## src/rtl/pc_sequencer.sv

```systemverilog
// pc_sequencer: program-counter register, next-PC selector, run/halt/fault FSM and retired counter.
module pc_sequencer #(
  parameter logic [31:0] RESET_PC = 32'h0000_0000
) (
  input  logic        CLK,
  input  logic        Reset,
  input  logic        PCWre,
  input  logic [1:0]  PCSrc,
  input  logic        Halt,
  input  logic [31:0] pcPlus4,
  input  logic [31:0] immExt,
  input  logic [25:0] jumpAddr,
  input  logic [31:0] rsData,
  output logic [31:0] curPC,
  output logic [31:0] nextPC,
  output logic        halted,
  output logic        fault,
  output logic [31:0] retired
);
  typedef enum logic [1:0] {RUN, HALTED, FAULT} state_e;
  state_e      state_q, state_d;
  logic [31:0] pc_q, pc_d, ret_q, ret_d;
  logic        commit, misaligned;
  always_ff @(posedge CLK or negedge Reset) begin
    if (!Reset) begin
      state_q <= RUN;
      pc_q    <= RESET_PC;
      ret_q   <= '0;
    end else begin
      state_q <= state_d;
      pc_q    <= pc_d;
      ret_q   <= ret_d;
    end
  end
  always_comb begin
    nextPC = PCSrc == 2'b00 ? pcPlus4 :
             PCSrc == 2'b01 ? pcPlus4 + (immExt << 2) :
             PCSrc == 2'b10 ? rsData :
                              {pcPlus4[31:28], jumpAddr, 2'b00};
    misaligned = |nextPC[1:0];
    commit = PCWre && state_q == RUN;
    state_d = state_q;
    pc_d = pc_q;
    ret_d = ret_q;
    // Halt outranks a misaligned target; a faulting instruction does not retire.
    if (commit) begin
      state_d = Halt ? HALTED : misaligned ? FAULT : RUN;
      pc_d = (Halt || misaligned) ? pc_q : nextPC;
      ret_d = (!Halt && misaligned) ? ret_q : ret_q + 32'd1;
    end
  end
  always_comb begin
    curPC = pc_q;
    retired = ret_q;
    halted = state_q == HALTED;
    fault = state_q == FAULT;
  end
endmodule
```

## config.mk

```make
export PLATFORM = sky130hd
export DESIGN_NAME = pc_sequencer
export DESIGN_NICKNAME = d
export VERILOG_FILES = /design/src/rtl/pc_sequencer.sv
export SDC_FILE = /design/constraint.sdc
export NUM_CORES = 1
export LEC_CHECK = 0
export BUFFER_PORTS_ARGS = -buffer_cell sky130_fd_sc_hd__buf_2
export CAP_MARGIN = 20
export CORE_ASPECT_RATIO = 2
export CORE_MARGIN = 2
export CORE_UTILIZATION = 48
export CTS_BUF_LIST = sky130_fd_sc_hd__clkbuf_16
export DETAILED_ROUTE_END_ITERATION = 10
export GPL_TIMING_DRIVEN = 0
export PLACE_DENSITY_LB_ADDON = 0.1
export SLEW_MARGIN = 20
export SYNTH_ARGS = -nofsm -noshare
export SYNTH_HDL_FRONTEND = slang
export SYNTH_SLANG_ARGS = --single-unit
export TNS_END_PERCENT = 100
```

## constraint.sdc

```tcl
create_clock -name CLK -period 4 [get_ports CLK]
set_clock_uncertainty 0.2 [all_clocks]
set_input_delay 0.4 -clock CLK [delete_from_list [all_inputs] [get_ports CLK]]
set_output_delay 0.4 -clock CLK [all_outputs]
set_load 0.01 [all_outputs]
```

==> results.py, run 1 <==
metrics = {
    "worst_hold_path": {
        "hold_depth": 2,
        "hold_class": "input pin to flip-flop",
    },
    "cts": {
        "insertion_delay_ns": 0.32,
        "cts.path.max_buffers": 2,
        "cts_buffers": 9,
        "cts_tree": "built",
        "path_clk_slew_ns": 0.05,
        "clockRootBuffer": "clkbuf_16",
        "cts_num_sinks": 66,
        "ctsHtreeMaxLevel": 3,
    },
    "synthesis": {
        "synth_area_sq_mm": 0.005051,
        "ys_top_cells_by_area": "dfrtp_1 33%, mux4_2 10%, ha_1 7.4%, nand2_1 6.2%, xnor2_1 6.2%",
        "seq_area_frac_synth_pct": 32.70,
        "synth.avg_cell_area_sq_um": 9.389,
        "ys_seq_elements": 66,
        "synth_edf_count": 0,
        "netlist_instances": 538,
        "synth_cell_types": 54,
        "ys.flop_type": "dfrtp_1",
        "ys_warn_count": 0,
        "syn_nets": 697,
        "synth_top_area_cell": "dfrtp_1",
        "synth_top_area_share_pct": 32.70,
        "async_flop_share_pct": 100.0,
    },
    "pwr": {
        "p_int_uw": 1764,
        "switching_share_pct": 34.74,
        "ir_drop_mv": 0.2373,
        "p_leak_uw": 0.003474,
        "switchingPower_uw": 939.1,
        "pwr_density_cell_mw_per_mm2": 403.1,
        "pwr-share-seq_pct": 34.6,
        "power_frac_comb_pct": 37.1,
        "p_clk_share_pct": 28.3,
    },
    "timing": {
        "finalCriticalPeriod_ns": 3.855,
        "hold_viol": 0,
        "setup_viol": 0,
        "tightest_slew_ns": 0.9366,
        "rsz0062_at_grt": "false",
        "post-route-period-util_pct": 96.38,
        "holdWs_ns": 0.1245,
        "slew_headroom_pct": 37.08,
        "fmax_mhz": 259.4,
        "layout_setup_ws_ns": 0.1447,
        "tns_ns": 0,
        "drv_slew": 0,
    },
    "setup_path": {
        "crit_type": "input pin to primary output",
        "cp.depth": 11,
        "path_cells": "buf_2 > ha_1 > a21o_1 > a31o_2 > o21ai_1 > nand3_1 > a311oi_2 > o21bai_1 > xor2_1 > mux4_2 > buf_2",
        "crit_path_start_kind": "input pin",
        "critPathArrivalTime_ns": 3.26,
        "slowest_stage": "a311oi_2",
        "critical_path.top_delay_family": "compound AO/OA/AOI/OAI gates",
        "required_ns": 3.40,
        "critical_path.max_stage_delay_ns": 0.52,
        "setup.worst_path.end_class": "primary output",
        "crit_top_cell": "buf_2",
        "path_max_fanout": 7,
        "rr_worst_depth": 7,
        "crit_buf_inv": 2,
    },
    "global_route": {
        "gr-total-overflow": 0,
        "grt_max_degree": 48,
        "antenna_found_initial": 0,
        "grt_pass1_wl_mm": 25.21,
        "grt_pass1_vias": 5321,
        "grt_use_total_pct": 28.17,
    },
    "cells_and_area": {
        "final_common_cell": "buf_2",
        "fillers": 939,
        "areaGrowthSynthToFinish_pct": 32.77,
        "num-nets-final": 936,
        "finish.utilization_pct": 64.42,
        "seq_area_sq_mm": 0.001652,
        "drive_gt1_share_pct": 37.34,
        "n_antenna_cell": 0,
        "multiInputGateArea_sq_mm": 0.003284,
        "layout_common_cells": "222 x buf_2, 84 x nand2_1, 66 x dfrtp_1",
    },
    "routing": {
        "drc": 0,
        "drt.antenna.violating_nets": 0,
        "vias": 5218,
        "wl_per_cell_um": 17.64,
        "met2_length_mm": 9.096,
        "drt-initial-drc-count": 231,
        "drt-pass1-iter-count": 5,
        "wl_met3_um": 834,
        "route.top_layer_used": "met4",
        "met1_length_mm": 5.648,
        "postRouteWirelength_mm": 16.21,
        "viasPerCell": 5.678,
    },
    "floorplan": {
        "rows": 53,
        "start_util_pct": 48.52,
        "die_y_um": 149.1,
        "io_pins": 226,
        "die_area_sq_mm": 0.01141,
        "core_sq_mm": 0.01041,
        "die_w_um": 76.54,
    },
    "placement": {
        "pre_cts_slack_ns": -0.008230,
        "hpwl_mm": 13.23,
        "gp_congestion": 0.9013,
        "port-buffer-count": 223,
    },
    "status": {
        "status": "completed",
    },
    "run": {
        "drv_cap": 0,
    },
}
per-layer routing:
metal,vias to the layer above,GRT usage [%]
met3,43,4.056
met1,2509,29.30
met4,0,13.64
li1,2437,-
met5,-,0
met2,229,54.34
repair_timing:
item,4_1_cts,5_1_grt
hold endpoints to repair,19,0
setup endpoints to repair,1,3
pin swaps,1,6
gates cloned,0,0
resized for setup,1,3
buffers inserted,1,2
hold buffers,1,0
cell type report:
class / count / area share (%)
plain buffers: 22 / 1.250
repair buffers: 228 / 17.57
inverters: 13 / 0.7276
clock inverters: 7 / 0.9328
multi-input cells: 437 / 48.97
well taps: 137 / 2.556
clock buffers: 9 / 3.358
flip-flops and latches: 66 / 24.63
logic make-up (layout without fill, tap and decap cells):
kind of cell / after synthesis / after routing / synth area share, %
xor gates and xnor gates: 54 / 54 / 9.363
adders and majority gates: 31 / 31 / 7.828
and+or+nand+nor: 203 / 203 / 18.65
muxes: 42 / 42 / 14.42
DFF: 66 / 66 / 32.70
AOI/OAI and AO/OA: 107 / 107 / 14.42
buffers and inverters: 35 / 279 / 2.626
sequential cells by signal, summed over array words and instances, names as in the netlist:
register / count
state_q: 2
retired: 32
curPC: 32
power by group through the flow:
stage | sequential (uW) | combinational (uW) | clock (uW)
5_1_grt | 959 | 1100 | 805
3_3_place_gp | 937 | 968 | 0
6_report | 935 | 1000 | 765
3_5_place_dp | 948 | 990 | 0
4_1_cts | 937 | 1000 | 775
2_1_floorplan | 1010 | 486 | 0
Yosys cell counts, types with 15 or more instances:
| master | n |
|---|---|
| ha_1 | 30 |
| nand2_1 | 84 |
| mux4_2 | 23 |
| a21oi_1 | 27 |
| xor2_1 | 18 |
| clkbuf_1 | 17 |
| xnor2_1 | 36 |
| nor2_1 | 35 |
| dfrtp_1 | 66 |
| nand4_1 | 15 |
| nand3_1 | 25 |
worst reg2reg max path, stage by stage (launching register included):
cell and delay, ns:
dfrtp_1 0.40, or3b_1 0.43, a21oi_1 0.40, and4_1 0.36
nand3_1 0.13, nor3_1 0.73, nand4_1 0.21, xnor2_1 0.18
worst paths after layout:
kind	slack, ns	endpoint	from
hold / removal	0.12	state_q[1]$_DFFE_PN0P_	PCWre
setup reg to reg	0.84	retired[25]$_DFFE_PN0P_	state_q[1]$_DFFE_PN0P_
min in group asynchronous	0.32	retired[14]$_DFFE_PN0P_	Reset
hold reg to reg	0.26	curPC[19]$_DFFE_PN0P_	curPC[19]$_DFFE_PN0P_
setup / recovery	0.14	nextPC[27]	pcPlus4[6]
max in group asynchronous	2.75	state_q[1]$_DFFE_PN0P_	Reset
through the flow:
| step | cells | instance area (sq um) | power [uW] |
|---|---|---|---|
| after floorplan | 538 | 5051 | 1500 |
| after global placement | 898 | 6339 | 1905 |
| after detailed placement | 899 | 6369 | 1938 |
| after CTS | 917 | 6681 | 2713 |
| after global routing | 919 | 6706 | 2862 |
| final | 919 | 6706 | 2703 |
(Power assumes the default switching activity.)
==> run 2, diff against run 1 <==
PLACE_DENSITY = 0.83   (was default)
PLACE_DENSITY_LB_ADDON = default   (was 0.1)
==> run 2 against run 1 <==
Against the previous run: sequential power barely moved; clock-buffer cell count did not move; non-clock buffer count fell by 2; final cell count fell by 0.22%; die area did not move; total power rose by 4.0%; critical endpoint is now nextPC[24]; largest cell class unchanged; largest power group unchanged; highest routed layer unchanged.
==> results.py, run 2 (synthesis gave the netlist of run 1 again) <==
metrics = {
    "floorplan": {
        "die_w_um": 76.54,
        "die_area_sq_mm": 0.01141,
        "start_util_pct": 48.52,
        "io_pins": 226,
        "die_y_um": 149.1,
        "core_sq_mm": 0.01041,
        "rows": 53,
    },
    "setup_path": {
        "crit_type": "input pin to primary output",
        "path_cells": "buf_2 > ha_1 > fa_2 > a21o_1 > a221o_1 > a211oi_2 > nor3b_1 > o2111a_1 > a211oi_2 > xnor2_1 > mux4_2 > buf_2",
        "crit_path_start_kind": "input pin",
        "setup.worst_path.end_class": "primary output",
        "critical_path.max_stage_delay_ns": 0.51,
        "ff2ff_setup_slack_ns": 0.98,
        "path_max_fanout": 3,
        "required_ns": 3.40,
        "critPathArrivalTime_ns": 3.25,
        "slowest_stage": "mux4_2",
    },
    "pwr": {
        "ir_drop_mv": 0.2560,
        "p_int_uw": 1839,
        "switching_share_pct": 34.59,
        "pwr-share-seq_pct": 33.3,
        "switchingPower_uw": 972.4,
        "p_clk_share_pct": 30.5,
        "power_frac_comb_pct": 36.3,
        "p_leak_uw": 0.003481,
        "pwr_density_cell_mw_per_mm2": 418.6,
    },
    "timing": {
        "tightest_slew_ns": 0.9094,
        "holdWs_ns": 0.1549,
        "slew_headroom_pct": 39.37,
        "setup_viol": 0,
        "post-route-period-util_pct": 96.25,
        "hold_viol": 0,
        "finalCriticalPeriod_ns": 3.850,
        "fmax_mhz": 259.7,
        "drv_slew": 0,
        "rsz0062_at_grt": "true",
    },
    "global_route": {
        "gr-total-overflow": 0,
        "antenna_found_initial": 0,
        "grt_use_total_pct": 30.50,
        "grt_max_degree": 38,
        "grt_pass1_vias": 5461,
        "grt_pass1_wl_mm": 27.16,
    },
    "cells_and_area": {
        "drive_gt1_share_pct": 37.31,
        "areaGrowthSynthToFinish_pct": 32.95,
        "final_common_cell": "buf_2",
        "n_antenna_cell": 0,
        "layout_common_cells": "222 x buf_2, 84 x nand2_1, 66 x dfrtp_1",
        "layoutNonFillerInstCount": 917,
        "finish.utilization_pct": 64.50,
        "num-nets-final": 934,
    },
    "routing": {
        "vias": 5342,
        "drt-initial-drc-count": 278,
        "drt.antenna.violating_nets": 0,
        "postRouteWirelength_mm": 17.22,
        "drt-pass1-iter-count": 5,
        "viasPerCell": 5.826,
        "drc": 0,
        "wl_per_cell_um": 18.78,
    },
    "worst_hold_path": {
        "hold_class": "input pin to flip-flop",
    },
    "cts": {
        "path_clk_slew_ns": 0.06,
        "cts.path.max_buffers": 2,
        "clockRootBuffer": "clkbuf_16",
        "cts_num_sinks": 66,
        "insertion_delay_ns": 0.33,
        "cts_tree": "built",
        "cts_buffers": 9,
        "ctsHtreeMaxLevel": 3,
    },
    "status": {
        "status": "completed",
    },
    "placement": {
        "hpwl_mm": 13.93,
        "gp_congestion": 0.9547,
        "port-buffer-count": 223,
        "dp.cells": 899,
    },
    "run": {
        "drv_cap": 0,
    },
}
-- run 2: area by class of cell --
type	count	area, sq um
multi-input cells	437	3276
inverters	13	48.80
repair buffers	226	1156
fillers	888	3696
clock inverters	7	102.6
clock buffers	9	225.2
flip-flops and latches	66	1652
plain buffers	22	83.83
well taps	137	171.4
-- run 2: per-layer routing --
metal,vias up,global-route usage (%),share of wire (%)
met5,-,0,0
met4,0,20.55,6.9
met3,85,5.024,5.9
met2,277,54.60,53
met1,2534,32.58,35
li1,2446,-,-
-- run 2: path summary, 6_finish.rpt --
check | start | endpoint | depth (start not counted)
min reg2reg | retired[31]$_DFFE_PN0P_ | retired[31]$_DFFE_PN0P_ | 1
max in group asynchronous | Reset | retired[4]$_DFFE_PN0P_ | 3
min in group asynchronous | Reset | retired[13]$_DFFE_PN0P_ | 2
max reg2reg | state_q[1]$_DFFE_PN0P_ | retired[27]$_DFFE_PN0P_ | 7
min | PCWre | state_q[1]$_DFFE_PN0P_ | 2
max | pcPlus4[2] | nextPC[24] | 12
-- run 2: power groups by stage --
stage | clock (uW) | sequential (uW) | combinational [uW]
after floorplan | 0 | 1010 | 486
after global placement | 0 | 934 | 975
after detailed placement | 0 | 943 | 1000
after CTS | 873 | 933 | 1010
after global routing | 896 | 956 | 1110
final | 856 | 935 | 1020
-- run 2: timing repair --
item                                   4_1_cts  5_1_grt
hold buffers                                 1        0
buffers inserted                             1        0
setup endpoints to repair                    1        5
endpoints found under the hold margin       29        0
pin swaps                                    1        3
resized for setup                            0        2
-- run 2: critical path: cells and delay by family --
family	cells	cell delay, ns
AOI/OAI and AO/OA	5	1.25
muxes	1	0.51
and+or+nand+nor	1	0.11
xor gates and xnor gates	1	0.09
buffers and inverters	2	0.28
adders and majority gates	2	0.61
-- run 2: through the flow --
stage / setup TNS, ns / area [sq um] / power (uW) / setup slack [ns]
3_3_place_gp: 0 / 6339 / 1909 / 0.07291
6_report: 0 / 6715 / 2811 / 0.1498
3_5_place_dp: -0.006656 / 6361 / 1944 / -0.006656
2_1_floorplan: 0 / 5051 / 1500 / 0.5657
5_1_grt: -0.0002267 / 6715 / 2961 / -0.0002267
4_1_cts: 0 / 6706 / 2819 / 0.01469
==> run 3, diff against run 2 <==
GPL_TIMING_DRIVEN = default   (was 0)
==> run 3 against run 2 <==
Against the previous run: worst hold slack worse by 0.030 ns; first-iteration DRC count fell by 15%; design area decreased by 1.3%; non-clock buffer count down 16; total power decreased by 3.0%; critical path depth rose by 1; largest cell class unchanged; largest power group unchanged; highest routed layer unchanged.
==> results.py, run 3 (synthesis gave the netlist of run 1 again) <==
metrics = {
    "timing": {
        "hold_viol": 0,
        "layout_setup_ws_ns": 0.07936,
        "holdWs_ns": 0.1253,
        "slew_headroom_pct": 42.06,
        "finalCriticalPeriod_ns": 3.921,
        "rsz0062_at_grt": "false",
        "post-route-period-util_pct": 98.02,
        "tns_ns": 0,
        "drv_slew": 0,
        "tightest_slew_ns": 0.8690,
        "setup_viol": 0,
        "fmax_mhz": 255.1,
    },
    "worst_hold_path": {
        "hold_depth": 2,
        "hold_class": "input pin to flip-flop",
        "holdPathEnd": "state_q[1]$_DFFE_PN0P_",
        "min_from": "PCWre",
    },
    "placement": {
        "pre_cts_slack_ns": 0.1156,
        "gp_congestion": 0.9700,
        "port-buffer-count": 223,
        "hpwl_mm": 13.34,
    },
    "setup_path": {
        "critical_path.max_stage_delay_ns": 0.47,
        "required_ns": 3.40,
        "setup.worst_path.end_class": "primary output",
        "crit_buf_inv": 3,
        "critPathArrivalTime_ns": 3.32,
        "path_cells": "buf_2 > ha_1 > fa_1 > a21o_1 > a221o_1 > a211oi_2 > buf_4 > o31ai_1 > nand4_1 > a21oi_1 > xor2_1 > mux4_2 > buf_2",
        "reg2reg_to": "retired[25]$_DFFE_PN0P_",
        "ff2ff_setup_slack_ns": 0.98,
        "crit_path_start_kind": "input pin",
        "regToRegStartpoint": "state_q[1]$_DFFE_PN0P_",
        "rr_worst_depth": 7,
        "critical_path.top_delay_family": "compound AO/OA/AOI/OAI gates",
        "path_max_fanout": 3,
        "slowest_stage": "mux4_2",
        "crit_type": "input pin to primary output",
        "crit_top_cell": "buf_2",
    },
    "cts": {
        "cts-resized-gates": 0,
        "clockRootBuffer": "clkbuf_16",
        "path_clk_slew_ns": 0.06,
        "cts_buffers": 9,
        "cts_num_sinks": 66,
        "insertion_delay_ns": 0.32,
        "ctsHtreeMaxLevel": 3,
        "cts_tree": "built",
        "cts.path.max_buffers": 2,
    },
    "routing": {
        "postRouteWirelength_mm": 16.63,
        "vias": 5303,
        "viasPerCell": 5.886,
        "drt-pass1-iter-count": 5,
        "wl_met3_um": 953,
        "drt.antenna.violating_nets": 0,
        "met1_length_mm": 5.794,
        "route.top_layer_used": "met4",
        "met2_length_mm": 8.814,
        "drt-initial-drc-count": 236,
        "wl_per_cell_um": 18.46,
        "drc": 0,
    },
    "cells_and_area": {
        "drive_gt1_share_pct": 38.48,
        "n_antenna_cell": 0,
        "areaGrowthSynthToFinish_pct": 31.16,
        "final_common_cell": "buf_2",
        "num-nets-final": 918,
        "finish.utilization_pct": 63.63,
        "layout_common_cells": "223 x buf_2, 84 x nand2_1, 66 x dfrtp_1",
    },
    "pwr": {
        "ir_drop_mv": 0.2683,
        "pwr_density_cell_mw_per_mm2": 411.6,
        "p_leak_uw": 0.003455,
    },
    "floorplan": {
        "die_y_um": 149.1,
        "rows": 53,
        "die_w_um": 76.54,
        "core_sq_mm": 0.01041,
        "start_util_pct": 48.52,
        "io_pins": 226,
        "die_area_sq_mm": 0.01141,
    },
    "status": {
        "status": "completed",
    },
    "global_route": {
        "gr-total-overflow": 0,
        "antenna_found_initial": 0,
        "grt_max_degree": 40,
        "grt_use_total_pct": 29.61,
        "grt_pass1_wl_mm": 26.59,
        "grt_pass1_vias": 5416,
    },
    "run": {
        "drv_cap": 0,
    },
}
## run 3: cell count changes in the layout (fill, tap and decap cells not counted), sizes merged
cell      delta
clkinvlp     +3
clkinv       -3
bufinv       -1
clkbuf      -18
inv          +1
buf          +2
## run 3: routing by layer
metal	global-route usage, %	up-vias
li1	-	2402
met1	31.23	2542
met2	54.20	281
met3	5.266	78
met4	17.82	0
met5	0	-
## run 3: per-stage QoR
stage / power, uW / instance area, sq um / cells
after detailed placement: 1951 / 6320 / 884
after global placement: 1914 / 6320 / 884
final: 2727 / 6625 / 901
after CTS: 2744 / 6625 / 901
after global routing: 2875 / 6625 / 901
after floorplan: 1500 / 5051 / 538
## run 3: layout make-up
type                    count  area, sq um
clock inverters             7        70.07
clock buffers               9        225.2
fillers                   921         3786
inverters                  13        48.80
multi-input cells         437         3272
well taps                 137        171.4
repair buffers            232         1186
flip-flops and latches     66         1652
## run 3: worst register-to-register path, delay by kind of cell, from the launching register on
| kind | cells | cell delay [ns] |
|---|---|---|
| simple gates | 5 | 1.71 |
| compound gates | 1 | 0.43 |
| flops | 1 | 0.40 |
| xor+xnor | 1 | 0.17 |
## run 3: worst max path at each step
stage / startpoint / end / slack, ns / cells after the start
2_1_floorplan: pcPlus4[2] / nextPC[24] / 0.57 / 10
3_3_place_gp: pcPlus4[2] / nextPC[24] / 0.17 / 12
3_5_place_dp: pcPlus4[2] / nextPC[24] / 0.12 / 12
4_1_cts: pcPlus4[2] / nextPC[24] / 0.10 / 12
5_1_grt: pcPlus4[2] / nextPC[24] / 0.0002 / 12
6_report: pcPlus4[2] / nextPC[26] / 0.08 / 13
## run 3: report_power, final
part	total (uW)	leakage [uW]	switching (uW)	internal [uW]
sequential	940	0.000870	107	832
clock	775	0.000139	294	481
combinational	1010	0.00245	558	455
## run 3: repair_timing
action | 4_1_cts | 5_1_grt
hold buffers | 1 | 0
hold endpoints to repair | 32 | 0
buffers inserted | 0 | 0
